**src/rtl/cordic_pkg.sv**
```systemverilog
// Shared constants and state encoding for the CORDIC sin/cos generator.
// Angles are Q4.12 radians; 1.0 = 4096.
package cordic_pkg;

    localparam int CORDIC_K_INV = 2487;
    localparam int PI_Q         = 12868;
    localparam int HALF_PI_Q    = 6434;

    // atan(2^-i) in Q4.12 for micro-rotation i
    localparam int ATAN [0:11] = '{3217, 1899, 1003, 509, 256, 128, 64, 32, 16, 8, 4, 2};

    typedef enum logic [1:0] {
        ST_IDLE   = 2'd0,
        ST_ITER   = 2'd1,
        ST_OUT    = 2'd2,
        ST_MSTART = 2'd3
    } state_t;

endpackage

```
**src/rtl/cordic_rot_core.sv**
```systemverilog
// Iterative rotation-mode CORDIC datapath: one micro-rotation per cycle after i_go.
// Runs at SIZE+2 bits internally; results are truncated to SIZE on the way out.
module cordic_rot_core
    import cordic_pkg::*;
#(
    parameter int STG  = 12,
    parameter int SIZE = 16
) (
    input  logic                   clk,
    input  logic                   rst,
    input  logic                   i_go,
    input  logic signed [SIZE+1:0] i_x0,
    input  logic signed [SIZE+1:0] i_y0,
    input  logic signed [SIZE+1:0] i_z0,
    output logic                   o_busy,
    output logic                   o_rdy,
    output logic signed [SIZE-1:0] o_x,
    output logic signed [SIZE-1:0] o_y
);

    localparam int W  = SIZE + 2;
    localparam int IW = (STG > 1) ? $clog2(STG) : 1;

    logic signed [W-1:0] r_x, r_y, r_z;
    logic        [IW-1:0] r_iter;
    logic                 r_busy;

    logic signed [W-1:0] w_xShift, w_yShift, w_atan;
    logic                w_dNeg, w_last;

    assign w_dNeg   = r_z[W-1];
    assign w_xShift = r_x >>> r_iter;
    assign w_yShift = r_y >>> r_iter;
    assign w_atan   = W'(ATAN[r_iter]);
    assign w_last   = r_busy && (r_iter == IW'(STG - 1));

    // d = +1 when z >= 0, -1 when z < 0; the final rotation drops busy
    always_ff @(posedge clk) begin
        if (rst) begin
            r_busy <= 1'b0;
            r_iter <= '0;
            r_x    <= '0;
            r_y    <= '0;
            r_z    <= '0;
        end else if (i_go) begin
            r_busy <= 1'b1;
            r_iter <= '0;
            r_x    <= i_x0;
            r_y    <= i_y0;
            r_z    <= i_z0;
        end else if (r_busy) begin
            r_x    <= w_dNeg ? (r_x + w_yShift) : (r_x - w_yShift);
            r_y    <= w_dNeg ? (r_y - w_xShift) : (r_y + w_xShift);
            r_z    <= w_dNeg ? (r_z + w_atan)   : (r_z - w_atan);
            r_iter <= r_iter + 1'b1;
            if (w_last) begin
                r_busy <= 1'b0;
            end
        end
    end

    assign o_busy = r_busy;
    assign o_rdy  = w_last;
    assign o_x    = r_x[SIZE-1:0];
    assign o_y    = r_y[SIZE-1:0];

endmodule

```
**src/rtl/cordic_sincos_gen.sv**
```systemverilog
// Computes sin/cos of three angles in turn, writes each into the Q-matrix stage,
// then holds q_start until that stage reports q_done.
module cordic_sincos_gen
    import cordic_pkg::*;
#(
    parameter int STG  = 12,
    parameter int SIZE = 16,
    parameter int INT  = 4,
    parameter int FRAC = 12
) (
    input  logic                   clk,
    input  logic                   rst,
    input  logic                   in_valid,
    output logic                   in_ready,
    input  logic signed [SIZE-1:0] angle,
    output logic                   load,
    output logic [1:0]             addr,
    output logic signed [SIZE-1:0] sin,
    output logic signed [SIZE-1:0] cos,
    output logic                   q_start,
    input  logic                   q_done,
    output logic                   seq_done
);

    localparam int W = SIZE + 2;
    localparam logic signed [W-1:0] L_PI       = W'(PI_Q);
    localparam logic signed [W-1:0] L_NEG_PI   = -W'(PI_Q);
    localparam logic signed [W-1:0] L_HALF     = W'(HALF_PI_Q);
    localparam logic signed [W-1:0] L_NEG_HALF = -W'(HALF_PI_Q);

    if (INT + FRAC != SIZE) begin : g_badFormat
        $error("cordic_sincos_gen: INT + FRAC must equal SIZE");
    end

    state_t                r_state;
    logic [1:0]            r_idx, r_addrHold;
    logic                  r_negate, r_seqDone;
    logic signed [SIZE-1:0] r_sinHold, r_cosHold;

    logic signed [W-1:0]    w_ang, w_clamp, w_fold;
    logic                   w_neg, w_go, w_coreBusy, w_coreRdy;
    logic signed [SIZE-1:0] w_coreX, w_coreY, w_sin, w_cos;

    assign w_ang = W'(angle);

    // Clamp to +/-pi, then fold into +/-pi/2 where CORDIC converges; the
    // half-turn shift is undone later by negating both outputs.
    always_comb begin
        w_clamp = w_ang;
        if (w_ang > L_PI) begin
            w_clamp = L_PI;
        end else if (w_ang < L_NEG_PI) begin
            w_clamp = L_NEG_PI;
        end
        w_fold = w_clamp;
        w_neg  = 1'b0;
        if (w_clamp > L_HALF) begin
            w_fold = w_clamp - L_PI;
            w_neg  = 1'b1;
        end else if (w_clamp < L_NEG_HALF) begin
            w_fold = w_clamp + L_PI;
            w_neg  = 1'b1;
        end
    end

    assign w_go = (r_state == ST_IDLE) && in_valid;

    cordic_rot_core #(
        .STG  (STG),
        .SIZE (SIZE)
    ) u_core (
        .clk    (clk),
        .rst    (rst),
        .i_go   (w_go),
        .i_x0   (W'(CORDIC_K_INV)),
        .i_y0   ('0),
        .i_z0   (w_fold),
        .o_busy (w_coreBusy),
        .o_rdy  (w_coreRdy),
        .o_x    (w_coreX),
        .o_y    (w_coreY)
    );

    assign w_cos = r_negate ? -w_coreX : w_coreX;
    assign w_sin = r_negate ? -w_coreY : w_coreY;

    always_ff @(posedge clk) begin
        if (rst) begin
            r_state    <= ST_IDLE;
            r_idx      <= 2'd0;
            r_negate   <= 1'b0;
            r_seqDone  <= 1'b0;
            r_addrHold <= 2'd0;
            r_sinHold  <= '0;
            r_cosHold  <= '0;
        end else begin
            r_seqDone <= 1'b0;
            case (r_state)
                ST_IDLE: begin
                    if (in_valid) begin
                        r_negate <= w_neg;
                        r_state  <= ST_ITER;
                    end
                end
                ST_ITER: begin
                    if (w_coreRdy) begin
                        r_state <= ST_OUT;
                    end
                end
                ST_OUT: begin
                    r_addrHold <= r_idx;
                    r_sinHold  <= w_sin;
                    r_cosHold  <= w_cos;
                    if (r_idx == 2'd2) begin
                        r_state <= ST_MSTART;
                    end else begin
                        r_idx   <= r_idx + 2'd1;
                        r_state <= ST_IDLE;
                    end
                end
                ST_MSTART: begin
                    if (q_done) begin
                        r_seqDone <= 1'b1;
                        r_idx     <= 2'd0;
                        r_state   <= ST_IDLE;
                    end
                end
                default: r_state <= ST_IDLE;
            endcase
        end
    end

    // The write port shows live results only during OUT and holds the last write otherwise
    assign load     = (r_state == ST_OUT);
    assign addr     = load ? r_idx : r_addrHold;
    assign sin      = load ? w_sin : r_sinHold;
    assign cos      = load ? w_cos : r_cosHold;
    assign q_start  = (r_state == ST_MSTART);
    assign seq_done = r_seqDone;
    assign in_ready = (r_state == ST_IDLE) && !w_coreBusy && !rst;

endmodule

```
**config.mk**
```make
export PLATFORM = sky130hd
export DESIGN_NAME = cordic_sincos_gen
export DESIGN_NICKNAME = d
export VERILOG_FILES = /design/src/rtl/cordic_pkg.sv /design/src/rtl/cordic_rot_core.sv /design/src/rtl/cordic_sincos_gen.sv
export SDC_FILE = /design/constraint.sdc
export NUM_CORES = 1
export LEC_CHECK = 0
export ABC_AREA = 1
export BUFFER_PORTS_ARGS = -buffer_cell sky130_fd_sc_hd__buf_4
export CAP_MARGIN = 10
export CORE_UTILIZATION = 30
export CTS_CLUSTER_SIZE = 24
export DETAILED_ROUTE_END_ITERATION = 8
export GPL_TIMING_DRIVEN = 0
export SETUP_SLACK_MARGIN = 0.15
export SYNTH_ARGS = -nofsm -noshare
export SYNTH_HDL_FRONTEND = slang
export SYNTH_HIERARCHICAL = 1
export SYNTH_SLANG_ARGS = --single-unit
```
**constraint.sdc**
```tcl
create_clock -name clk -period 7.2 [get_ports clk]
set_clock_uncertainty 0.1 [all_clocks]
set_input_delay 0 -clock clk [delete_from_list [all_inputs] [get_ports clk]]
set_output_delay 0 -clock clk [all_outputs]
set_load 0.005 [all_outputs]
```
# --- Yosys cells after proc, flatten, opt, wreduce, memory -nomap -nowiden ---
# Memory sizes are Yosys's and may differ from the RTL's.
# Cells that the tools add are included.
classes:
  add_sub_neg: 12
  n_mul: 0
  div_mod_pow: 0
  order_cmp: 5
  eq_ne: 9
  n_shift: 2
  muxes: 31
  n_bitwise: 2
  n_reduce_logical: 14
ops:
  columns: ["cell", "n"]
  rows:
  - ["$mux 18", 11]
  - ["$mux 16", 4]
  - ["$add 18x18->18", 3]
  - ["$sub 18x18->18", 3]
  - ["$sshr 18x4->18", 2]
  - ["$neg 16->16", 2]
  - ["$mux 12", 2]
  - ["$add 18x15->18 const B", 1]
  - ["$gt 18x14->1 const B", 1]
  - ["$lt 18x14->1 const B", 1]
  - ["$sub 18x15->18 const B", 1]
  - ["$gt 16x15->1 const B", 1]
  - ["$lt 16x15->1 const B", 1]
  - ["$mux 2", 6]
  - ["$pmux 2 s4", 1]
  - ["$eq 2x2->1 const B", 3]
  - ["$mux 1", 6]
  - ["$reduce_and 3->1", 2]
  - ["$ge 5x5->1 const B", 1]
  - ["$not 4->5", 1]
  - ["$add 4x1->4 const B", 1]
  - ["$eq 4x4->1 const B", 1]
  - ["$logic_and 1x1->1", 4]
  - ["$ne 2x1->1 const B", 2]
  - ["10 further kinds", 14]
word_totals:
  regBits: 99
  latchBits: 0
  mem_bits_rw: 0
  rom_bits: 512
  inputBits: 20
  output_inout_bits: 38
  elab_cells: 89
  mem_count: 1
memory_table:
  columns: ["memory", "words", "word_bits", "rd", "rd_ports_with_merged_regs", "write_ports", "line_no", "source"]
  rows:
  - ["(name not given)", 16, 32, 1, 0, 0, "cordic_rot_core.sv:34", "assign w_atan = W'(ATAN[r_iter]);"]

# --- Longest topological paths before layout ---
logic_depth:
  depth_word: 8
  depth_mapped: 30
  ltp_nobuf: 29

# --- Hierarchy ---
# The synthesis kept the hierarchy.
by_module_without_submodules:
  columns: ["module", "n_inst", "cells_per_inst", "area_per_inst_um2", "seq_area_each_um2"]
  rows:
  - ["cordic_rot_core", 1, 1288, 7677.4, 1181.1]
  - ["cordic_sincos_gen", 1, 684, 3834.9, 800.8]

# --- Worst setup path after synthesis ---
# Ideal clock, no wire load.
synth_timing:
  path_type: "reg2reg"
  start: "register u_core.r_iter[0]"
  end: "register u_core.r_z[17]"
  setup_ps: 71
  arrival_time_ps: 3465
  t_required_ps: 7029
  slack_ps: 3565
  path_stages_with_launch: 23
  n_path_buf: 1
  period_less_slack_ps: 3635
  path_cell_list: "dfxtp_1 > inv_2 > buf_2 > ha_1 > o21ai_0 > nor2_1 > nand2_1 > nor2_2 > nand3_1 > inv_2 > nor2_1 > xor2_1 > ha_1 > a21o_1 > nand3_1 > nand2_1 > a21oi_1 > o21ai_0 > a21o_1 > a21bo_2 > a21oi_1 > o21ai_1 > a21oi_1"
synth_via:
  elab_chain_len: 8
  word_cells_on_any_way: 9
  classes_between: "add/sub: 2; mux: 5; bitwise: 1; memory: 1"
synth_lines:
  columns: ["item", "line_no", "source"]
  rows:
  - ["start: declaration", "cordic_rot_core.sv:25", "logic [IW-1:0] r_iter;"]
  - ["start signal: assignment", "cordic_rot_core.sv:55", "r_iter <= r_iter + 1'b1;"]
  - ["$not 4->5 (implied by the code) *", "cordic_rot_core.sv:34", null]
  - ["$mem_v2 16x32 *", null, null]
  - ["$mux 18 (implied by the code) * (2 in series)", "cordic_rot_core.sv:34", null]
  - ["$sub 18x18->18 / $add 18x18->18 (equally long branches)", "cordic_rot_core.sv:54", "r_z <= w_dNeg ? (r_z + w_atan) : (r_z - w_atan);"]
  - ["$mux 18 *", "cordic_rot_core.sv:54", null]
  - ["$mux 18 *", "cordic_rot_core.sv:51", "end else if (r_busy) begin"]
  - ["$mux 18 *", "cordic_rot_core.sv:45", "end else if (i_go) begin"]
  - ["end signal: assignment", "cordic_rot_core.sv:50", "r_z <= i_z0;"]
  - ["end signal: assignment", "cordic_rot_core.sv:54", null]
  - ["end: declaration", "cordic_rot_core.sv:24", "logic signed [W-1:0] r_x, r_y, r_z;"]
# Every way passes the cells marked *; elsewhere a longest branch is shown, timed or not. The select of a mux whose other input is x is not followed.
# A chain may end at the register's enable or synchronous reset.

# --- Final worst setup path ---
layout_timing:
  start: "register u_core.r_iter[1]"
  end: "register u_core.r_y[17]"
layout_via:
  elab_chain_len: 3
  word_cells_on_any_way: 4
  classes_between: "add/sub: 2; shift: 1; mux: 1"
layout_lines:
  columns: ["item", "line_no", "source"]
  rows:
  - ["$sshr 18x4->18 *", "cordic_rot_core.sv:32", "assign w_xShift = r_x >>> r_iter;"]
  - ["$add 18x18->18 / $sub 18x18->18 (equally long branches)", "cordic_rot_core.sv:53", "r_y <= w_dNeg ? (r_y - w_xShift) : (r_y + w_xShift);"]
  - ["$mux 18 *", "cordic_rot_core.sv:53", null]
  - ["end signal: assignment", "cordic_rot_core.sv:49", "r_y <= i_y0;"]
  - ["end signal: assignment", "cordic_rot_core.sv:53", null]
  - ["end: declaration", "cordic_rot_core.sv:24", null]
# Every way passes the cells marked *; elsewhere a longest branch is shown, timed or not.

==> results.json <==
{
  "cp_slowest_stage_delay_ns": 0.69,
  "gr-usage-met2_pct": 34.90,
  "postLayoutSetupSlackWorst_ns": 2.225,
  "totalNegativeSetupSlack_ns": 0,
  "routed-via-count": 12933,
  "fmax_mhz": 201.0,
  "initial_antenna_violation_count": 0,
  "track_usage_pct": 21.13,
  "worst_hold_path.num_cells": 7,
  "post-cts-setup-buffers": 0,
  "period_needed_ns": 4.975,
  "cellLeakagePower_nw": 6.491,
  "via_per_inst": 4.988,
  "startpoint_type": "flop",
  "dr.first_iter.drc_count": 996,
  "grtUsageMet1_pct": 27.42,
  "drv_slew": 0,
  "synth.largest_area_cell": "nand2_1",
  "die-width_um": 197.9,
  "dpl_worst_slack_ns": 2.291,
  "outcome": "completed",
  "cts-root-buf": "clkbuf_16",
  "grt_max_degree": 18,
  "core_rows": 71,
  "area_of_the_mapped_netlist_um2": 11510,
  "cpMostUsedCell": "inv_1",
  "wl_per_cell_um": 15.72,
  "detailedPlacementHpwl_mm": 32.58,
  "global_route.usage.met3_pct": 2.538,
  "initial_core_utilization_pct": 30.49,
  "grt_setup_unrepaired": "no",
  "most-common-layout-cells": "nand2_1 (663), nand3_1 (210), inv_1 (158), nor2_1 (147), a21oi_1 (143)",
  "drtPass1Iterations": 6,
  "setup.worst_path.end_class": "flop",
  "ys_seq_area_share_pct": 17.22,
  "synth_area_per_cell_um2": 5.838,
  "rr_worst_depth": 24,
  "timing_worst_slew_pin_value_ns": 1.016,
  "timing.hold.worst.class": "input port to flop",
  "cp_cell_sequence": "buf_4, inv_1, nand2_1, inv_1, nand2_1, nand3_1, a21oi_2, ha_1, inv_1, nor2_1, nand3b_1, nor2_1, a31oi_1, xnor2_1, inv_1, ha_1, nand2_1, nor3_1, nand2_1, o311ai_0, inv_1, nand3_1, nand3_1, a21oi_2",
  "cts-buffers-inserted": 9,
  "timing.slew.headroom_pct": 32.04,
  "cts_sinks": 99,
  "insertedDiodeCount": 0,
  "synth_cell_types": 58,
  "critical_path_buf_inv_count": 6,
  "cts_max_level": 3,
  "power_per_cell_area_nw_per_um2": 288.6,
  "num_io_pins": 58,
  "antenna_left": 0,
  "top_usage_layer": "met2",
  "clk-insertion-delay-late_ns": 0.37,
  "core_area_um2": 37760,
  "remaining_drc_errors": 0,
  "layout-area-overhead-vs-synth_pct": 13.26,
  "crit_fanout": 9,
  "die-area_um2": 39160,
  "finalSetupViolCount": 0,
  "cp.depth": 24,
  "height_of_the_die_um": 197.9,
  "filler_cell_count": 4241,
  "layout.cells.most_common": "nand2_1",
  "worst_ep_arrival_time_ns": 5.18,
  "clockBufferDepth": 2,
  "place.gp.congestion": 0.9742,
  "drt-total-wl_mm": 40.76,
  "cp.required_ns": 7.41,
  "first_pass_grt_wire_length_mm": 65.06,
  "place.port_buffers": 57,
  "vdd_drop_max_uv": 128.2,
  "layout_worst_path_cycle_share_pct": 69.09,
  "via_count_of_the_first_global_routing_pass": 12218,
  "post-synth-top-area-fraction_pct": 21.62,
  "synth_enable_flop_cells": 0,
  "grt.overflow.total": 0,
  "async_reset_ff_share_pct": 0,
  "critical_path_class": "flop to flop",
  "synth.area.top_cells": "nand2_1 (22%), dfxtp_1 (17%), nand3_1 (9.1%)",
  "cts.reportedPaths.clkPinSlew_ns": 0.08,
  "yosysWarningCount": 6,
  "clock_tree_from_tritoncts": "done",
  "holdWs_ns": 0.1014,
  "crit_slowest_cell": "o311ai_0",
  "cap_violations": 0,
  "timing.final.hold_violations": 0,
  "layout-drive-gt1-share_pct": 10.52,
  "synth_cells": 1972,
  "cts.repair.resized": 0,
  "finalNetCount": 2166,
  "yosys_register_bits": 99,
  "yosys_most_used_dff": "dfxtp_1",
  "cpLargestDelayFamily": "simple AND/OR/NAND/NOR gates"
}
## what timing repair did
item                                   in CTS  in global routing
hold buffers                                3                  0
setup endpoints to repair                   0                  0
endpoints found under the hold margin       4                  0
## where the power goes
part           internal [W]  switching (W)
logic              0.000940        0.00157
clock network      0.000272       0.000244
registers          0.000618       0.000122
total               0.00183        0.00193
## tightest hold or removal path, cell delays in order
cell and delay, ns:
buf_4 0.12, inv_1 0.06, nor3_1 0.09, nand2_1 0.11
nand3_1 0.08, nand2_1 0.06, inv_1 0.03
## kinds of logic after synthesis
kind of cell / after synthesis / share of synthesized area (%)
buffers and inverters: 284 / 11.19
other: 2 / 0.06523
DFF: 99 / 17.22
AOI/OAI and AO/OA: 322 / 16.37
adders and majority gates: 69 / 7.695
xor gates and xnor gates: 75 / 5.706
and+or+nand+nor: 1121 / 41.76
## registers in the layout, summed over array words and instances, names as in the netlist, 2 cells and up
name           flops
u_core/r_y        18
u_core/r_x        18
r_addrHold         2
r_state            2
r_sinHold         16
u_core/r_iter      4
r_idx              2
u_core/r_z        18
r_cosHold         16
## layout make-up
cell class | count | area [um2] | area share (%)
repair buffers | 60 | 457.9 | 3.512
flip-flops and latches | 99 | 1982 | 15.20
multi-input cells | 1623 | 8369 | 64.19
clock buffers | 9 | 225.2 | 1.727
well taps | 511 | 639.4 | 4.904
plain buffers | 107 | 624.3 | 4.788
inverters | 177 | 664.4 | 5.095
clock inverters | 7 | 76.32 | 0.5854
## Yosys cell counts (4+ instances only)
master      n
ha_1       66
a22oi_1    11
buf_4      36
buf_1       4
nor2_1    147
o21ai_2     4
a31oi_1    46
nand2_1   663
nand3b_1   13
a21o_1      6
nor3_1     20
o21ai_0    66
xnor2_1    30
buf_6       5
o31ai_1     8
clkbuf_1   42
a21oi_1   143
dfxtp_1    99
a21oi_2     5
o21ai_1     8
nand3_1   210
xor2_1     45
buf_2      18
nand2_2    17
inv_1     158
nand4_1    10
or2_2      14
nor2_2      7
inv_2      18
## worst paths after layout
check,from,to,slack [ns]
min reg2reg,r_addrHold[1],r_addrHold[1],0.37
min,angle[1],u_core/r_z[1],0.10
max reg2reg,u_core/r_iter[1],u_core/r_y[17],2.23
max,u_core/r_iter[1],u_core/r_y[17],2.23
## through the flow
step                area [um2]  power [W]  util, %  std cells
floorplan                11640   0.002644        -       2006
global placement         12710   0.003192    33.66       2574
detailed placement       12710   0.003221    33.66       2574
CTS                      13040   0.003756    34.54       2593
global route             13040   0.004131    34.54       2593
finish                   13040   0.003763    34.54       2593
## per-layer routing
metal  vias up  share of wire [%]
met1      5852                 46
li1       6612                  -
met5         -                  0
met2       392                 45
met3        77                5.4
met4         0                4.2
Note: power is estimated with default switching activity, not from simulation.
